==> config.mk <==
export PLATFORM = sky130hd
export DESIGN_NAME = alu_result_stage
export DESIGN_NICKNAME = d
export VERILOG_FILES = /design/src/rtl/alu_result_stage.sv
export SDC_FILE = /design/constraint.sdc
export NUM_CORES = 1
export LEC_CHECK = 0
export CAP_MARGIN = 20
export CORE_MARGIN = 1.5
export CORE_UTILIZATION = 53
export DETAILED_ROUTE_END_ITERATION = 10
export HOLD_SLACK_MARGIN = 0.12
export PLACE_DENSITY = 0.93
export SKIP_LAST_GASP = 1
export SYNTH_ARGS = -nofsm -noshare
export SYNTH_HDL_FRONTEND = slang
export SYNTH_SLANG_ARGS = --single-unit
==> constraint.sdc <==
create_clock -name clk -period 4.5 [get_ports clk]
set_input_delay 0.45 -clock clk [delete_from_list [all_inputs] [get_ports clk]]
set_output_delay 0.45 -clock clk [all_outputs]
set_load 0.03 [all_outputs]
==> src/rtl/alu_result_stage.sv <==
// Two-entry registered output FIFO behind the bitwise logic unit.
// Status flags are derived once, at capture, and travel with each stored result.
module alu_result_stage #(
    parameter int WIDTH = 4
) (
    input  logic             clk,
    input  logic             rst_n,
    input  logic             in_valid,
    output logic             in_ready,
    input  logic [WIDTH-1:0] in_result,
    input  logic [2:0]       in_op,
    output logic             out_valid,
    input  logic             out_ready,
    output logic [WIDTH-1:0] out_result,
    output logic [2:0]       out_op,
    output logic             out_zero,
    output logic             out_neg,
    output logic             out_parity,
    output logic             out_all_ones,
    output logic [1:0]       count,
    output logic             err_op
);

    localparam logic [2:0] OP_UNSUPPORTED = 3'b111;

    logic [WIDTH-1:0] res_q [2];
    logic [WIDTH-1:0] res_d [2];
    logic [2:0]       op_q  [2];
    logic [2:0]       op_d  [2];
    logic [3:0]       flg_q [2];
    logic [3:0]       flg_d [2];
    logic             head_q, head_d;
    logic             tail_q, tail_d;
    logic [1:0]       count_q, count_d;
    logic             err_q, err_d;
    logic             accept;
    logic             pop;

    // Packed as {zero, neg, parity, all_ones}.
    function automatic logic [3:0] calc_flags(input logic [WIDTH-1:0] r);
        calc_flags = {(r == '0), r[WIDTH-1], ^r, (r == '1)};
    endfunction

    assign in_ready  = (count_q != 2'd2);
    assign out_valid = (count_q != 2'd0);
    assign accept    = in_valid && in_ready;
    assign pop       = out_valid && out_ready;

    always_comb begin
        res_d   = res_q;
        op_d    = op_q;
        flg_d   = flg_q;
        head_d  = head_q;
        tail_d  = tail_q;
        count_d = count_q;
        err_d   = err_q;
        if (accept) begin
            res_d[tail_q] = in_result;
            op_d[tail_q]  = in_op;
            flg_d[tail_q] = calc_flags(in_result);
            tail_d        = ~tail_q;
            if (in_op == OP_UNSUPPORTED) begin
                err_d = 1'b1;
            end
        end
        if (pop) begin
            head_d = ~head_q;
        end
        case ({accept, pop})
            2'b10:   count_d = count_q + 2'd1;
            2'b01:   count_d = count_q - 2'd1;
            default: count_d = count_q;
        endcase
    end

    // Storage is cleared too, so the head fields read zero while in reset.
    always_ff @(posedge clk or negedge rst_n) begin
        if (!rst_n) begin
            for (int i = 0; i < 2; i++) begin
                res_q[i] <= '0;
                op_q[i]  <= '0;
                flg_q[i] <= '0;
            end
            head_q  <= 1'b0;
            tail_q  <= 1'b0;
            count_q <= 2'd0;
            err_q   <= 1'b0;
        end else begin
            res_q   <= res_d;
            op_q    <= op_d;
            flg_q   <= flg_d;
            head_q  <= head_d;
            tail_q  <= tail_d;
            count_q <= count_d;
            err_q   <= err_d;
        end
    end

    assign out_result   = res_q[head_q];
    assign out_op       = op_q[head_q];
    assign out_zero     = flg_q[head_q][3];
    assign out_neg      = flg_q[head_q][2];
    assign out_parity   = flg_q[head_q][1];
    assign out_all_ones = flg_q[head_q][0];
    assign count        = count_q;
    assign err_op       = err_q;

endmodule

# Word-level counts from Yosys, hierarchy flattened
# Index checks and enable logic that the tools add are counted.
# totals
elab_cells,49
inputBits,11
ff_bits,27
# classes
n_bitwise,4
order_cmp,3
addsub,2
muxes,17
reduce_logical,8
eq_ne,5
# ops
cell,count
4-bit 2-to-1 mux,7
8-bit bitwise mux,2
3-bit 2-to-1 mux,4
6-bit bitwise mux,1
4-bit demux with 1-bit select,1
4-bit equality test (second input constant),1
2-bit greater-or-equal comparator (second input constant),2
4-bit logical NOT,1
1-bit inverter with 2-bit output,2
2-bit one-hot mux with 2 select lines,1
2-bit nonzero test,2
4-bit parity,1
3-bit demux with 1-bit select,1
3-bit equality test (second input constant),1
1-bit logical AND,3
2-bit by 1-bit adder with 2-bit output (second input constant),1
2-bit by 1-bit equality test with 1-bit output (second input constant),1
2-bit equality test (second input constant),1
2-bit by 1-bit < comparator with 1-bit output (second input constant),1
2-bit inequality test (second input constant),1
1-bit inverter,2
2-bit AND reduction,1
2-bit by 1-bit subtractor with 2-bit output (second input constant),1

# Logic depth before layout (Yosys ltp)
# depth
depth_word,6
mapped_depth,6
depth_no_buf,6

# Worst setup path before layout
# OpenSTA, ideal clock, no wires.
# synth_path
path_type,reg-to-reg
startpoint,"reg count_q[0], in the netlist count[0]"
endpoint,"reg count_q[1], in the netlist count[1]"
path_buffers,0
stages_incl_launch_ff,6
required_time_ns,4.419
arrival_time_ns,1.715
slack_ns,2.704
setup_ns,0.081
cell_sequence,dfrtp_1 -> or2_1 -> and2_1 -> ha_1 -> nor2_1 -> xor2_1
# synth_via
elab_chain_len,4
# synth_lines
element,line,text
"start, declared",34,"logic [1:0] count_q, count_d;"
"start signal, assigned",94,count_q <= count_d;
2-bit nonzero test *,45,assign out_valid = (count_q != 2'd0);
net out_valid,12,"output logic out_valid,"
1-bit logical AND *,47,assign pop = out_valid && out_ready;
net pop,37,logic pop;
2-bit by 1-bit equality test with 1-bit output / 2-bit equality test (equally long branches),69,"case ({accept, pop})"
2-bit one-hot mux with 2 select lines / 2-bit nonzero test (equally long branches),--,
# The timed path passes the listed nets; every way through them passes the cells marked *.
# A chain may end at the register's enable or synchronous reset.

# Final worst setup path
# layout_path
startpoint,reg head_q
endpoint,out out_result[3]
# layout_via
elab_chain_len,4
# layout_lines
element,line,text
"start, declared",32,"logic head_q, head_d;"
"start signal, assigned",84,head_q <= 1'b0;
"start signal, assigned",92,head_q <= head_d;
1-bit inverter with 2-bit output (not written as such),99,assign out_result = res_q[head_q];
4-bit 2-to-1 mux (not written as such) (3 in a row),99,
"end, declared",14,"output logic [WIDTH-1:0] out_result,"
# No other way between the ends. The select of a mux whose other input is x is not followed.

==> impl_metrics.py <==
metrics = {
    "clock_network": {
        "post_cts_resized": 0,
        "cts.clk_slew.worst_paths_ns": 0.13,
        "post_cts_buffers": 0,
        "cts.sinks": 25,
        "cts_hold_buf": 0,
        "cts_tree": "done",
        "clkLatencyLatePin_ns": 0.31,
        "cts_buffers": 3,
        "clockBufferDepth": 2,
        "htree_levels": 1,
        "root_buffer": "clkbuf_4",
    },
    "power": {
        "power_w": 0.001239,
        "max-vdd-ir-drop_v": 0.0005382,
        "clock_power_share": 0.080,
        "p_comb_frac": 0.582,
        "pwr_density_cell_mw_per_mm2": 775.5,
        "leakagePower_nw": 0.7334,
        "seq_power_share": 0.338,
        "switching_power_w": 0.0004802,
        "p_int_w": 0.0007589,
        "swShare": 0.3875,
    },
    "synth": {
        "syn_inst": 85,
        "avgSynthCellArea_um2": 15.09,
        "ys_types": 20,
        "syn_nets": 101,
        "synth_top_area_frac": 0.4878,
        "synth.cell_area_mm2": 0.001282,
        "synth_top_cell_by_area": "dfrtp_1",
        "yosysSeqAreaShare": 0.4878,
        "synth_seq_cells": 25,
        "synth_area_leaders": "dfrtp_1, mux2_4, mux2_2",
        "yosys_warnings": 0,
    },
    "status": {
        "status": "finished, final reports clean",
    },
    "finish": {
        "final_common_cell": "clkdlybuf4s50_1",
        "antenna_cells": 0,
        "syn_to_final_growth_pct": 24.59,
        "final_cell_mix": "clkdlybuf4s50_1, dfrtp_1, mux2_4",
        "final_nets": 129,
        "drive_gt1_frac": 0.3304,
        "fin_area_mm2": 0.001598,
        "utilization": 0.7087,
    },
    "timing": {
        "rsz0062_at_grt": "false",
        "setup_violations": 0,
        "final_max_slew_viol_count": 0,
        "fmax_mhz": 408.0,
        "finalHoldViolations": 0,
        "period_minus_slack_ns": 2.451,
        "tightest_slew_ns": 0.6639,
        "tns_ns": 0,
        "relSlewSlack": 0.5574,
        "final.period_utilization": 0.5446,
        "fin_skew_ns": 0.002770,
    },
    "placement": {
        "gp_congestion": 0.7066,
        "portBuffers": 26,
        "dpl_cell_area_mm2": 0.001543,
        "dpl.hpwl_um": 1504,
    },
    "global_routing": {
        "grt-ovfl-total": 0,
        "antenna_found_initial": 0,
        "first_global_vias": 760,
        "grt_use_total": 0.1698,
        "grt_pass1_wl_um": 3450,
        "grt_max_degree": 26,
    },
    "detailed_routing": {
        "drt-initial-drc-count": 5,
        "routed_wl_um": 2153,
        "wire_per_inst_um": 15.38,
        "vias": 728,
        "antenna_left": 0,
        "drcViolationCount": 0,
        "first_pass_iters": 2,
        "vias_per_cell": 5.200,
    },
    "floorplanning": {
        "io_pins": 27,
        "dieArea_mm2": 0.002724,
        "row_count": 17,
        "fp.dieW_um": 52.19,
        "core_mm2": 0.002255,
        "start_util": 0.5688,
        "die_height_um": 52.19,
    },
    "setup_path": {
        "worstPathRequired_ns": 4.05,
        "critPathCaptureType": "primary output",
        "slowest_stage": "dfrtp_1",
        "worstPathMaxFanout": 11,
        "start_kind": "flop",
        "path_class": "flop to primary output",
        "crit_chain": "mux2_2 -> clkdlybuf4s50_1",
        "max_stage_delay_ns": 0.68,
        "crit_arrival_ns": 2.00,
    },
    "worst_hold_path": {
        "hold_class": "primary input to async pin",
    },
    "flow_run": {
        "drv_cap": 0,
    },
}
==> worst paths after layout <==
kind | end | slack [ns] | cells past startpoint | startpoint
max in group asynchronous | flg_q[2] | 3.63 | 2 | rst_n
min in group clk | tail_q | 0.52 | 1 | tail_q
setup reg to reg | res_q[4] | 2.80 | 3 | count[0]
hold reg to reg | tail_q | 0.52 | 1 | tail_q
setup / recovery | out_result[3] | 2.05 | 2 | head_q
hold / removal | head_q | 0.43 | 1 | rst_n
==> per-layer routing <==
metal | GRT usage | share of wire | vias to the layer above
li1 | - | - | 343
met5 | 0 | 0 | -
met1 | 0.2354 | 0.48 | 360
met2 | 0.2785 | 0.46 | 23
met4 | 0.03846 | 0.0065 | 0
met3 | 0.03143 | 0.050 | 2
==> power by group through the flow <==
stage,clock network [W],logic (W),registers [W]
after floorplan,0,0.000528,0.000403
after global routing,0.000108,0.000760,0.000430
after detailed placement,0,0.000724,0.000419
after CTS,0.000104,0.000725,0.000419
final,0.0000994,0.000721,0.000418
after global placement,0,0.000713,0.000414
==> area by class of cell <==
type                    count  area [µm²]
fillers                   180       656.9
clock inverters             1       5.005
flip-flops and latches     25       625.6
clock buffers               3       22.52
well taps                  28       35.03
inverters                   4       15.01
repair buffers             27       287.8
multi-input cells          52       606.8
==> cell usage after synthesis (all sizes together) <==
cell and n:
and3b 1, or2 1, dfrtp 25, nand2b 1
and3 1, mux2 30, nand3 1, xnor2 3
ha 5, inv 4, o21bai 1, nor2 1
buf 4, xor2 3, and2 3, nand2 1
==> per-stage QoR <==
stage / std cells / setup slack, ns / hold slack [ns]
after floorplan: 85 / 2.704 / 0.1544
after global placement: 135 / 2.423 / 0.4620
after detailed placement: 135 / 2.406 / 0.4887
after CTS: 139 / 2.029 / 0.5177
after global routing: 140 / 1.983 / 0.4467
final: 140 / 2.049 / 0.4317
==> cells by family after synthesis <==
logic type               count (synthesis)  share of synthesized area
adder cells (fa/ha/maj)                  5                    0.04878
AO/OA/AOI/OAI                            1                   0.005856
flip-flops                              25                     0.4878
multiplexers                            30                     0.3220
buffers and inverters                    8                    0.03902
XOR/XNOR                                 6                    0.04098
AND/OR/NAND/NOR                         10                    0.05560
==> registers in the layout, indices dropped and copies added (netlist names) <==
| name | cells |
|---|---|
| head_q | 1 |
| op_q | 6 |
| err_op | 1 |
| count | 2 |
| flg_q | 8 |
| res_q | 6 |
| tail_q | 1 |
==> critical path: cells and delay by family, from the launching register on <==
family,cells,cell delay (ns)
buffers and inverters,1,0.60
flip-flops,1,0.68
multiplexers,1,0.40
No activity file was read; power rests on OpenSTA's default activity.
